## config.mk

```make
export PLATFORM = sky130hd
export DESIGN_NAME = ysyx_23060061_ifu
export DESIGN_NICKNAME = d
export VERILOG_FILES = /design/src/rtl/ysyx_23060061_ifu.sv
export SDC_FILE = /design/constraint.sdc
export NUM_CORES = 1
export LEC_CHECK = 0
export BUFFER_PORTS_ARGS = -buffer_cell sky130_fd_sc_hd__buf_2
export CORE_AREA = 2 2 97 99
export CTS_CLUSTER_DIAMETER = 120
export DETAILED_ROUTE_END_ITERATION = 12
export DIE_AREA = 0 0 99 101
export PLACE_DENSITY = 0.79
export REMOVE_ABC_BUFFERS = 1
export SYNTH_ARGS = -nofsm -noshare
export SYNTH_HDL_FRONTEND = slang
export SYNTH_SLANG_ARGS = --single-unit
```

## constraint.sdc

```tcl
create_clock -name clk -period 3.9 [get_ports clk]
set_clock_uncertainty 0.15 [all_clocks]
set_input_delay 0.585 -clock clk [delete_from_list [all_inputs] [get_ports clk]]
set_output_delay 0.585 -clock clk [all_outputs]
set_load 0.02 [all_outputs]
```

## src/rtl/ysyx_23060061_ifu.sv

```systemverilog
// Instruction fetch unit: owns the PC, fetches one instruction at a time over a
// valid/ready memory port, hands it to decode, then waits for the next PC.
module ysyx_23060061_ifu #(
  parameter int unsigned     XLEN     = 32,
  parameter logic [XLEN-1:0] RESET_PC = 32'h80000000
) (
  input  logic            clk,
  input  logic            rst,
  output logic            imem_req_valid,
  input  logic            imem_req_ready,
  output logic [XLEN-1:0] imem_addr,
  input  logic            imem_rsp_valid,
  input  logic [31:0]     imem_rsp_data,
  input  logic            imem_rsp_err,
  output logic            inst_valid,
  input  logic            inst_ready,
  output logic [31:0]     inst,
  output logic [XLEN-1:0] inst_pc,
  output logic [6:0]      opcode,
  output logic [2:0]      funct3,
  output logic [6:0]      funct7,
  input  logic            npc_valid,
  input  logic [XLEN-1:0] npc,
  input  logic            halt,
  output logic            halted,
  output logic            fetch_err
);

  typedef enum logic [2:0] {
    REQ,
    RESP,
    VALID,
    WAIT_PC,
    HALT
  } state_t;

  state_t          state, stateNext;
  logic [XLEN-1:0] pc, pcNext;
  logic [31:0]     instReg, instNext;
  logic [XLEN-1:0] instPcReg, instPcNext;
  logic            fetchErr, errNext;
  logic            pendHalt, pendNext;

  // State and datapath registers; everything clears asynchronously on rst.
  always_ff @(posedge clk or posedge rst) begin
    if (rst) begin
      state     <= REQ;
      pc        <= RESET_PC;
      instReg   <= '0;
      instPcReg <= RESET_PC;
      fetchErr  <= 1'b0;
      pendHalt  <= 1'b0;
    end else begin
      state     <= stateNext;
      pc        <= pcNext;
      instReg   <= instNext;
      instPcReg <= instPcNext;
      fetchErr  <= errNext;
      pendHalt  <= pendNext;
    end
  end

  // Next-state logic; halt takes priority over every other event except an
  // accepted request, which must still see its response before stopping.
  always_comb begin
    stateNext  = state;
    pcNext     = pc;
    instNext   = instReg;
    instPcNext = instPcReg;
    errNext    = fetchErr;
    pendNext   = pendHalt;
    case (state)
      REQ: begin
        if (imem_req_ready) begin
          stateNext = RESP;
          pendNext  = halt;
        end else if (halt) begin
          stateNext = HALT;
        end
      end
      RESP: begin
        if (imem_rsp_valid) begin
          pendNext = 1'b0;
          // A halt seen on the response cycle is treated like a pending one.
          if (pendHalt || halt) begin
            stateNext = HALT;
          end else if (imem_rsp_err) begin
            errNext   = 1'b1;
            stateNext = HALT;
          end else begin
            instNext   = imem_rsp_data;
            instPcNext = pc;
            stateNext  = VALID;
          end
        end else if (halt) begin
          pendNext = 1'b1;
        end
      end
      VALID: begin
        if (halt)            stateNext = HALT;
        else if (inst_ready) stateNext = WAIT_PC;
      end
      WAIT_PC: begin
        if (halt) begin
          stateNext = HALT;
        end else if (npc_valid) begin
          if (npc[1:0] != 2'b00) begin
            errNext   = 1'b1;
            stateNext = HALT;
          end else begin
            pcNext    = npc;
            stateNext = REQ;
          end
        end
      end
      default: stateNext = HALT;
    endcase
  end

  // The request is masked while rst is held so no valid is seen during reset.
  assign imem_req_valid = (state == REQ) && !rst;
  assign imem_addr      = pc;
  assign inst_valid     = (state == VALID);
  assign halted         = (state == HALT);
  assign fetch_err      = fetchErr;
  assign inst           = instReg;
  assign inst_pc        = instPcReg;
  assign opcode         = instReg[6:0];
  assign funct3         = instReg[14:12];
  assign funct7         = instReg[31:25];

endmodule

```

==> summary.md <==
The flow ran to the end, and the final reports show no timing, DRC or antenna violations. The detailed router put a total of 3410 um of wire on met1. The startpoint identified for the worst hold timing path is imem_rsp_data[7].

The first global-routing pass estimated 12,800 um of wire. The commonest cells after synthesis are 99 x sky130_fd_sc_hd__dfrtp_1, 80 x sky130_fd_sc_hd__mux2_1, 18 x sky130_fd_sc_hd__buf_4, 14 x sky130_fd_sc_hd__mux2_2, 11 x sky130_fd_sc_hd__buf_2. The average cell area after synthesis is 15.3 um^2, and the number of antenna violations at the first check in global routing is 0. Summing all multi-input logic gate instances after layout gives 1360 um^2. Counting buffers and inverters, the worst setup path is 4 cells deep. The count of input and output buffers came out at 188. The total instance count after detailed placement is 540, and the number of setup buffers added after CTS is 0. After detailed routing, the total wire length is 8150 um.

Setup violation total in the final timing report: 0. The mapped cell area is 4080 um^2, and the number of synthesized flops with an enable pin is 0. Dominant delay contributor by cell family on the critical path: simple AND/OR/NAND/NOR gates.

The number of sinks driven by the clock tree is 101. For the DRC marker count from the first detailed-route iteration, the log shows 33. Setup repair after global routing left no endpoint under its margin. The critical path is of the flip-flop to flip-flop type. In this run the worst setup path begins at state[2]. The weighted congestion at the end of routability-driven global placement came out at 0.790.

The fraction of power consumed by combinational cells is 0.053, and the number of cells on the worst reg-to-reg path is 4. For this run, design rule violations remaining after detail routing come to 0. Pre-CTS setup slack: 1.32 ns. The aggregate global-route resource usage was 0.161; the number of buffers inserted for hold repair after clock tree synthesis was 0. The worst-margin pin slew works out to 0.990 ns. The cell type with the highest aggregate area in the netlist was sky130_fd_sc_hd__dfrtp_1. The average routed wire per standard cell is 14.7 um, and the final number of hold-violating endpoints is 0. The pin count of the biggest net entering global routing is 84, and the number of buffers on the longest clock path is 2. After clock tree synthesis, the clock-pin slew on the worst setup and hold paths is 0.10 ns. The worst ir drop on vdd is 0.000220 V. The count of non-filler cells in the finished layout was 556; the proportion of layout cells with a drive suffix above 1 was 0.519. The internal power of the cells is 1.46 mW, and the number of gates given a new drive strength after cts is 0.

The areal power density over the cells is 359 nW/um^2. The sequential element share of the synthesized area was 0.620; the share of flip-flops with an asynchronous set or reset after synthesis was 1.00. The die width is 99 um. CTS placed an instance of sky130_fd_sc_hd__clkbuf_8 at the clock tree root. The number of antenna cells inserted is 0. The reported max-cap violation count was 0. Sorting the synthesized cells by area gives the leading types as sky130_fd_sc_hd__dfrtp_1 61%, sky130_fd_sc_hd__mux2_1 22%, sky130_fd_sc_hd__mux2_2 3.9%, sky130_fd_sc_hd__buf_4 3.3%, sky130_fd_sc_hd__buf_2 1.3%.

The logs give 0.381 for the share of total power in the clock network and 38 for the number of distinct standard cells referenced by the synthesized netlist. The number of top-level pins was 189. The slowest stage of the critical path belongs to the cell sky130_fd_sc_hd__dfrtp_1. The core region is 8980 um^2.

Across all register-to-register paths, the minimum setup slack is 1.46 ns. The number of routed nets with antenna violations was 0. For the initial cell density of the core, the log shows 0.455. During synthesis, Yosys emitted a total of 0 warnings.

Final net count: 512. The logs give 0 for the final count of pins violating max slew and 0.35 ns for the clock insertion delay at the later pin of the skew report. The final core utilization is 0.582, and the final period demand of the worst path is 2.44 ns.

The switching share of power is 0.220, and the setup slack of the critical path after layout is 1.46 ns. The run gives 10000 um^2 as the area enclosed by the die boundary. Adding up every negative setup slack in the final design gives 0 ns.

Based on the critical path, the design can be clocked at up to 0.410 GHz. At the worst endpoint, the required time is 3.98 ns. TritonCTS built the clock tree. The run gives 4010 um as the sum of met2 wire segment lengths after detailed routing.

The synthesized design contains 101 register bits. The worst slew margin relative to its limit was 0.340; the total chip power was 1.87 mW. The tools report the leakage power summed over all cells as 3.17 nW. The area growth from synthesis to layout came out at 27.9%.

The cell count after synthesis came out at 267. The type of element capturing the critical path is a flip-flop. The cell row count was 35; the final period utilization was 0.625. Highest routing layer actually used: met4.

Registers take 2530 um^2. The tools report the capturing point of the worst reg2reg path as inst[9]. The share of power burned in registers is 0.566. The sum of met3 wire segment lengths after detailed routing is 649 um, and the number of buffers inserted during clock tree synthesis is 9. After detailed routing, the number of vias per cell comes to 4.92. The critical register-to-register path startpoint is state[2]. sky130_fd_sc_hd__dfrtp_1 is the most common cell in the netlist.

Summed over all layers, the global routing overflow is 0. The clock tree synthesis step divided the H-tree into 3 levels. Number of iterations in the first detailed-routing pass: 4.

The number of global-route vias before repair is 2,671, and the switching power is 0.412 mW. For this run, the slowest stage of the critical path takes 0.53 ns. Worst setup path endpoint: inst[9].

After legalization and detailed placement, the total HPWL measured 5910 um. STA puts the critical path data arrival time at 2.52 ns. The sum of buffers and inverters on the critical path works out to 1. Measured along the y axis, the die boundary spans 101 um.

STA classifies the critical path startpoint as a flip-flop. The signal on the critical path passes through nor2_2, nand4_4, buf_4, mux2_1. The run gives 753 as the number of inserted filler cells in the final layout. For this run, the leading register cell type out of synthesis is sky130_fd_sc_hd__dfrtp_1.

The path class of the tightest hold or removal check is input port to flip-flop. The largest fanout on the critical path works out to 40. The detailed-route via count was 2,738.

The fraction of post-synthesis cell area in the top cell type by area works out to 0.607.
[cells in the final DEF (no fill, tap or decap), types with 2 or more instances in the layout]
cell type and count:
sky130_fd_sc_hd__mux2_2 14, sky130_fd_sc_hd__mux2i_1 2, sky130_fd_sc_hd__nor3_1 3, sky130_fd_sc_hd__and2_1 2, sky130_fd_sc_hd__buf_2 188, sky130_fd_sc_hd__and3_1 2, sky130_fd_sc_hd__clkbuf_1 2, sky130_fd_sc_hd__nand2b_1 2
sky130_fd_sc_hd__dfrtp_1 99, sky130_fd_sc_hd__nor2_2 3, sky130_fd_sc_hd__bufinv_16 2, sky130_fd_sc_hd__nor2_1 2, sky130_fd_sc_hd__a21oi_1 2, sky130_fd_sc_hd__dfstp_2 2, sky130_fd_sc_hd__clkinvlp_4 2, sky130_fd_sc_hd__clkbuf_8 9
sky130_fd_sc_hd__buf_4 3, sky130_fd_sc_hd__mux2_1 80
[sequential cells by signal, indices dropped and copies added (netlist names)]
register / cells
imem_addr: 32
inst: 32
inst_pc: 32
state: 3
fetch_err: 1
pendHalt: 1
[stage by stage]
step / cell area, um^2 / hold slack, ns
after floorplan: 3890 / 0.442
after global placement: 5010 / 0.307
after detailed placement: 5010 / 0.308
after CTS: 5220 / 0.259
after global routing: 5220 / 0.254
final: 5220 / 0.277
[worst min-delay path by stage]
stage | depth (start not counted) | end
global placement | 1 | fetch_err
floorplan | 1 | fetch_err
detailed placement | 1 | fetch_err
CTS | 2 | inst[7]
global route | 2 | imem_addr[23]
finish | 2 | inst[7]
[logic make-up after synthesis]
kind of cell	share of synthesized area
flip-flops	0.620
multiplexers	0.268
buffers and inverters	0.0484
AND/OR/NAND/NOR	0.0371
AO/OA/AOI/OAI	0.0270
[power by group through the flow]
stage | sequential [mW] | clock [mW] | combinational, mW
detailed placement | 1.08 | 0 | 0.102
global route | 1.06 | 0.786 | 0.112
CTS | 1.06 | 0.740 | 0.103
global placement | 1.08 | 0 | 0.100
finish | 1.06 | 0.714 | 0.0997
floorplan | 1.10 | 0 | 0.0264
[area by class of cell]
class / count / share of cell area
Multi-Input combinational cell: 135 / 0.261
Timing Repair Buffer: 191 / 0.185
Clock inverter: 5 / 0.0161
Inverter: 2 / 0.00192
Clock buffer: 11 / 0.0252
Sequential cell: 101 / 0.485
Tap cell: 111 / 0.0266
[metal layers]
metal  vias up  track usage
li1       1277            -
met1      1331        0.203
met2       121        0.266
met3         9       0.0534
met4         0       0.0506
met5         -            0
(Power assumes the default switching activity.)
